==> src/rtl/sar_pkg.sv <==
// -----------------------------------------------------------------------------
// sar_pkg
// Shared definitions for the SAR ADC conversion sequencer.
//   sar_state_t : sequencer state encoding
//   SAR_*       : default values for the sequencer parameters
// -----------------------------------------------------------------------------
package sar_pkg;

   localparam int SAR_WIDTH  = 8;   // conversion resolution in bits
   localparam int SAR_SEL_W  = 2;   // channel select width
   localparam int SAR_SETTLE = 2;   // MUX settling cycles
   localparam int SAR_SAMPLE = 4;   // sample/hold closed cycles

   typedef enum logic [2:0] {
      IDLE    = 3'd0,
      SETTLE  = 3'd1,
      SAMPLE  = 3'd2,
      CONVERT = 3'd3,
      DONE    = 3'd4
   } sar_state_t;

endpackage

==> src/rtl/sar_approx_reg.sv <==
// -----------------------------------------------------------------------------
// sar_approx_reg
// Successive-approximation register: holds the DAC trial code and the index of
// the bit currently under test.
//   clk      in   system clock, rising edge
//   reset    in   asynchronous, active-high reset
//   load     in   start a search: code = MSB only, index = WIDTH-1
//   step     in   resolve the bit under test with cmp and move to the next bit
//   cmp      in   comparator result for the current trial code
//   code     out  current trial code (final result once bit 0 is resolved)
//   last_bit out  the bit under test is bit 0
// -----------------------------------------------------------------------------
module sar_approx_reg
   import sar_pkg::*;
#(
   parameter int WIDTH = SAR_WIDTH
) (
   input  logic             clk,
   input  logic             reset,
   input  logic             load,
   input  logic             step,
   input  logic             cmp,
   output logic [WIDTH-1:0] code,
   output logic             last_bit
);

   localparam int IDX_W = (WIDTH > 1) ? $clog2(WIDTH) : 1;

   logic [IDX_W-1:0] idx;
   logic [IDX_W-1:0] idx_next;
   logic [WIDTH-1:0] code_next;

   always_comb begin
      // NOTE: every variable gets a default first so no path leaves it unassigned (no latch).
      code_next = code;
      idx_next  = idx;
      if (load) begin
         code_next            = '0;
         code_next[WIDTH-1]   = 1'b1;
         idx_next             = IDX_W'(WIDTH - 1);
      end else if (step) begin
         // Keep or drop the bit under test, then try the next lower bit.
         code_next[idx] = cmp;
         if (idx != '0) begin
            code_next[idx - IDX_W'(1)] = 1'b1;
            idx_next                   = idx - IDX_W'(1);
         end
      end
   end

   always_ff @(posedge clk or posedge reset) begin
      if (reset) begin
         code <= '0;
         idx  <= '0;
      end else begin
         // NOTE: sequential state uses non-blocking assignments so all registers update together.
         code <= code_next;
         idx  <= idx_next;
      end
   end

   assign last_bit = (idx == '0);

endmodule

==> src/rtl/sar_conv_ctrl.sv <==
// -----------------------------------------------------------------------------
// sar_conv_ctrl
// Sequencer for one SAR ADC channel: selects a column on the analog MUX, waits
// for it to settle, closes the sample/hold switch, then runs a binary search on
// the DAC using the comparator, and returns the code tagged with its channel.
//
// Build option: define SAR_CONV_CTRL_SCAN_EN to enable the scan request, which
// converts channels 0..2**SEL_W-1 back-to-back. Without it, scan is ignored.
//
//   clk      in   system clock, rising edge
//   reset    in   asynchronous, active-high reset
//   start    in   request one conversion of channel ch (accepted when idle)
//   scan     in   request conversion of all channels (optional feature)
//   ch       in   channel for a single conversion, latched on acceptance
//   cmp      in   comparator: 1 = input >= DAC voltage
//   mux_sel  out  analog input MUX select
//   sample   out  sample/hold switch closed
//   dac_code out  trial code to the DAC
//   busy     out  sequencer not idle
//   valid    out  one-cycle pulse, data/data_ch valid
//   data     out  converted code, held until the next valid
//   data_ch  out  channel of data
// -----------------------------------------------------------------------------
module sar_conv_ctrl
   import sar_pkg::*;
#(
   parameter int SEL_W         = SAR_SEL_W,
   parameter int WIDTH         = SAR_WIDTH,
   parameter int SETTLE_CYCLES = SAR_SETTLE,
   parameter int SAMPLE_CYCLES = SAR_SAMPLE
) (
   input  logic             clk,
   input  logic             reset,
   input  logic             start,
   input  logic             scan,
   input  logic [SEL_W-1:0] ch,
   input  logic             cmp,
   output logic [SEL_W-1:0] mux_sel,
   output logic             sample,
   output logic [WIDTH-1:0] dac_code,
   output logic             busy,
   output logic             valid,
   output logic [WIDTH-1:0] data,
   output logic [SEL_W-1:0] data_ch
);

   localparam int CNT_MAX = (SETTLE_CYCLES > SAMPLE_CYCLES) ? SETTLE_CYCLES : SAMPLE_CYCLES;
   localparam int CNT_W   = (CNT_MAX > 1) ? $clog2(CNT_MAX) : 1;

   // The phase counter counts down to zero; zero marks the last cycle of a phase.
   localparam logic [CNT_W-1:0] SETTLE_LOAD = CNT_W'(SETTLE_CYCLES - 1);
   localparam logic [CNT_W-1:0] SAMPLE_LOAD = CNT_W'(SAMPLE_CYCLES - 1);

   sar_state_t       state;
   sar_state_t       state_next;
   logic [CNT_W-1:0] cnt;
   logic             scanning;
   logic             scan_req;
   logic             last_ch;
   logic             sar_load;
   logic             sar_step;
   logic             last_bit;

`ifdef SAR_CONV_CTRL_SCAN_EN
   assign scan_req = scan;
`else
   // Scan disabled: the port stays for interface compatibility but has no effect.
   assign scan_req = scan & 1'b0;
`endif

   assign last_ch = (mux_sel == {SEL_W{1'b1}});

   // ---------------------------------------------------------------- state register
   always_ff @(posedge clk or posedge reset) begin
      if (reset) state <= IDLE;
      else       state <= state_next;
   end

   // ---------------------------------------------------------------- next state
   always_comb begin
      state_next = state;
      unique case (state)
         IDLE:    if (scan_req || start) state_next = SETTLE;
         SETTLE:  if (cnt == '0)         state_next = SAMPLE;
         SAMPLE:  if (cnt == '0)         state_next = CONVERT;
         CONVERT: if (last_bit)          state_next = DONE;
         DONE:    state_next = (scanning && !last_ch) ? SETTLE : IDLE;
         default: state_next = IDLE;
      endcase
   end

   // ---------------------------------------------------------------- outputs
   always_comb begin
      sample   = (state == SAMPLE);
      busy     = (state != IDLE);
      valid    = (state == DONE);
      // Trial register is loaded on the last sample cycle so CONVERT starts at the MSB.
      sar_load = (state == SAMPLE) && (cnt == '0);
      sar_step = (state == CONVERT);
   end

   // ---------------------------------------------------------------- datapath
   always_ff @(posedge clk or posedge reset) begin
      if (reset) begin
         mux_sel  <= '0;
         cnt      <= '0;
         scanning <= 1'b0;
         data     <= '0;
         data_ch  <= '0;
      end else begin
         case (state)
            IDLE: begin
               // scan has priority over start when both are requested.
               if (scan_req) begin
                  mux_sel  <= '0;
                  scanning <= 1'b1;
                  cnt      <= SETTLE_LOAD;
               end else if (start) begin
                  mux_sel  <= ch;
                  scanning <= 1'b0;
                  cnt      <= SETTLE_LOAD;
               end
            end
            SETTLE:  cnt <= (cnt == '0) ? SAMPLE_LOAD : cnt - CNT_W'(1);
            SAMPLE:  if (cnt != '0) cnt <= cnt - CNT_W'(1);
            CONVERT: begin
               // Capture the result on the edge that resolves bit 0 so it is
               // already stable while valid is high.
               if (last_bit) begin
                  data    <= {dac_code[WIDTH-1:1], cmp};
                  data_ch <= mux_sel;
               end
            end
            DONE: begin
               if (scanning && !last_ch) begin
                  mux_sel <= mux_sel + SEL_W'(1);
                  cnt     <= SETTLE_LOAD;
               end else begin
                  scanning <= 1'b0;
               end
            end
            default: ;
         endcase
      end
   end

   // ---------------------------------------------------------------- SAR register
   sar_approx_reg #(
      .WIDTH (WIDTH)
   ) u_sar (
      .clk      (clk),
      .reset    (reset),
      .load     (sar_load),
      .step     (sar_step),
      .cmp      (cmp),
      .code     (dac_code),
      .last_bit (last_bit)
   );

endmodule
==> config.mk <==
export PLATFORM = sky130hd
export DESIGN_NAME = sar_conv_ctrl
export DESIGN_NICKNAME = d
export VERILOG_FILES = /design/src/rtl/sar_pkg.sv /design/src/rtl/sar_approx_reg.sv /design/src/rtl/sar_conv_ctrl.sv
export SDC_FILE = /design/constraint.sdc
export NUM_CORES = 1
export LEC_CHECK = 0
export CAP_MARGIN = 20
export CORE_ASPECT_RATIO = 0.6
export CORE_MARGIN = 2
export CORE_UTILIZATION = 47
export DETAILED_ROUTE_END_ITERATION = 12
export HOLD_SLACK_MARGIN = 0.02
export PLACE_DENSITY = 0.75
export SETUP_SLACK_MARGIN = 0.1
export SKIP_CTS_REPAIR_TIMING = 1
export SYNTH_ARGS = -nofsm -noshare
export SYNTH_HDL_FRONTEND = slang
export SYNTH_SLANG_ARGS = --single-unit
==> constraint.sdc <==
create_clock -name clk -period 1.6 [get_ports clk]
set_input_delay 0.4 -clock clk [delete_from_list [all_inputs] [get_ports clk]]
set_output_delay 0.4 -clock clk [all_outputs]
set_load 0.01 [all_outputs]
==> out/metrics.cfg <==
[run_status]
status=finished, violations left
violations=setup timing

[sta]
post-route-period-util=1.013
drv_slew=0
fin_skew_ns=0.005348
setup-violations-final=1
max_freq_ghz=0.6167
rsz0062_at_grt=yes
setup_ws_ns=-0.02154
finalCriticalPeriod_ns=1.622
worst_pin_slew_ns=0.3497
slew_headroom=0.7669
hold_viol=0

[logic_synthesis]
synthFlopType=dfrtp_1
synth_common_cells=dfrtp_1 (28), o21ai_0 (10), mux2_4 (9), o211ai_1 (9), inv_1 (8)
syn_area_per_cell_sq_um=11.28
synthesis.instances=149
ys_warn_count=0
synth_cell_type_count=45
syn-num-nets=159
synth_sequential_area_ratio=0.4170
synth_top_area_share=0.4170
synth.most_common_cell=dfrtp_1
yosysTopAreaCell=dfrtp_1
synth_edf_count=0
syn_area_sq_um=1680
synthTopCellsByArea=dfrtp_1 (42%), mux2_4 (8.0%), mux2i_1 (4.2%), o211ai_1 (4.0%), o21ai_0 (3.0%)
async_reset_ff_frac=1.000
ys_ff_latch=28

[grt]
grt_remaining_overflow=0
grt_pass1_vias=1166
grt_antenna_before_repair=0
grt_pass1_wl_um=5816
grt_usage=0.1892
grt_max_degree=29

[clock_network]
cts_sinks=28
h-tree-depth=1
clock_tree.root_cell=clkbuf_8
clk_latency_ns=0.28
clockBufferDepth=2
cts_tree=yes
clk_pin_slew_ns=0.09
numCtsBuffers=3

[drt]
routed.top_layer=met4
via_per_inst=5.698
drtIter0Drc=102
m1WireLength_um=1908
met2_length_um=1832
met3_length_um=233
routed_wl_um=4000
wl_per_cell_um=16.13
dr.pass1.iters=5
ant_nets=0
drc=0
vias=1413

[finish]
utilization=0.7159
n_antenna_cell=0
regArea_sq_um=703.2
final_cells=248
nFillCells=238
layout-drive-gt1-share=0.3793
multiInputGateArea_sq_um=935.9
areaGrowthSynthToFinish_pct=42.44
final_nets=214

[floorplanning]
die-area_sq_um=4085
core_region_area_sq_um=3343
initial_utilization=0.5026
fp.dieH_um=50.32
row_count=16
fp.dieW_um=81.19
io_pins=30

[placed_design]
place_inst=226
gp_congestion=0.8814
dp_hpwl_um=2641
io_buffers=28

[setup_path]
critPathArrivalTime_ns=1.22
cp.required_ns=1.20
critPathLaunchType=flop
critPathMaxFanout=5
worst_setup_path_end_kind=output pin
critPathLaunch=state[0]
r2r-start=state[2]
criticalPathCategory=reg2out

[power]
total_power_w=0.005032
ir_worst_vdd_mv=1.108
leakagePower_nw=1.265
cellPowerDensity_nw_per_um2=2102

[min_path]
worst_hold_path_type=in2async

[run]
cap_viol_max_count=0

[critical path, stage by stage, from the launching register on]
cell and delay, ns:
dfrtp_2 0.45, or3_4 0.35, clkbuf_2 0.14
[placed cells by master, fill, tap and decap left out, types with 3 or more instances in the layout]
| cell | count |
|---|---|
| dfrtp_1 | 26 |
| a21oi_1 | 4 |
| buf_4 | 30 |
| o2111ai_1 | 3 |
| o21ai_1 | 3 |
| nand3b_1 | 3 |
| o21ai_0 | 8 |
| dlymetal6s2s_1 | 20 |
| nor3_1 | 4 |
| o211ai_1 | 9 |
| nand2_1 | 3 |
| nor3b_2 | 4 |
| inv_1 | 6 |
| mux2i_1 | 7 |
| buf_6 | 3 |
| clkdlybuf4s50_1 | 5 |
| mux2_4 | 11 |
| clkbuf_8 | 3 |
[area by class of cell]
class,instances,area share
clock inverter,1,0.01255
multi-input combinational,101,0.3910
inverter,8,0.01359
timing repair buffer,62,0.2483
sequential,28,0.2938
clock buffer,3,0.01725
tap,45,0.02352
[state kept, by name (all words and copies together) (netlist names)]
register,cells
mux_sel,2
cnt,2
u_sar.idx,3
u_sar.code,8
data,8
data_ch,2
state,3
[stage by stage]
stage          hold slack [ns]  TNS [ns]  instance area, sq um  setup slack, ns
2_1_floorplan           0.4654         0                  1702         0.004782
3_3_place_gp            0.4761   -0.1399                  2081         -0.07658
3_5_place_dp            0.4845   -0.1514                  2081         -0.08665
4_1_cts                 0.4896    -1.526                  2152          -0.4041
5_1_grt                 0.5198   -0.1123                  2394         -0.05916
6_report                0.4831  -0.02154                  2394         -0.02154
[where the power goes]
part / leakage [nW] / switching, W / internal, W
combinational: 0.891 / 0.00147 / 0.00172
clock: 0.0357 / 0.000222 / 0.000335
sequential: 0.338 / 0.000253 / 0.00104
[worst paths after layout]
check	cells past startpoint	endpoint	slack, ns
min	3	u_sar.code[6]	0.48
max in group asynchronous	3	u_sar.idx[2]	0.84
max reg2reg	5	u_sar.idx[0]	0.06
max	2	busy	-0.02
min reg2reg	1	data[2]	0.50
min in group clk	1	data[2]	0.50
[metal layers]
metal,track usage,vias to the layer above
met5,0,-
met4,0.03390,0
met3,0.05216,5
met2,0.2700,39
met1,0.2875,704
li1,-,665
[cell families after synthesis]
group | Yosys count | synth area share
multiplexers | 21 | 0.1556
adder cells (fa/ha/maj) | 3 | 0.02234
flip-flops | 28 | 0.4170
AND/OR/NAND/NOR | 41 | 0.1906
buffers and inverters | 20 | 0.06776
AO/OA/AOI/OAI | 36 | 0.1467
Note: power is estimated with default switching activity, not from simulation.
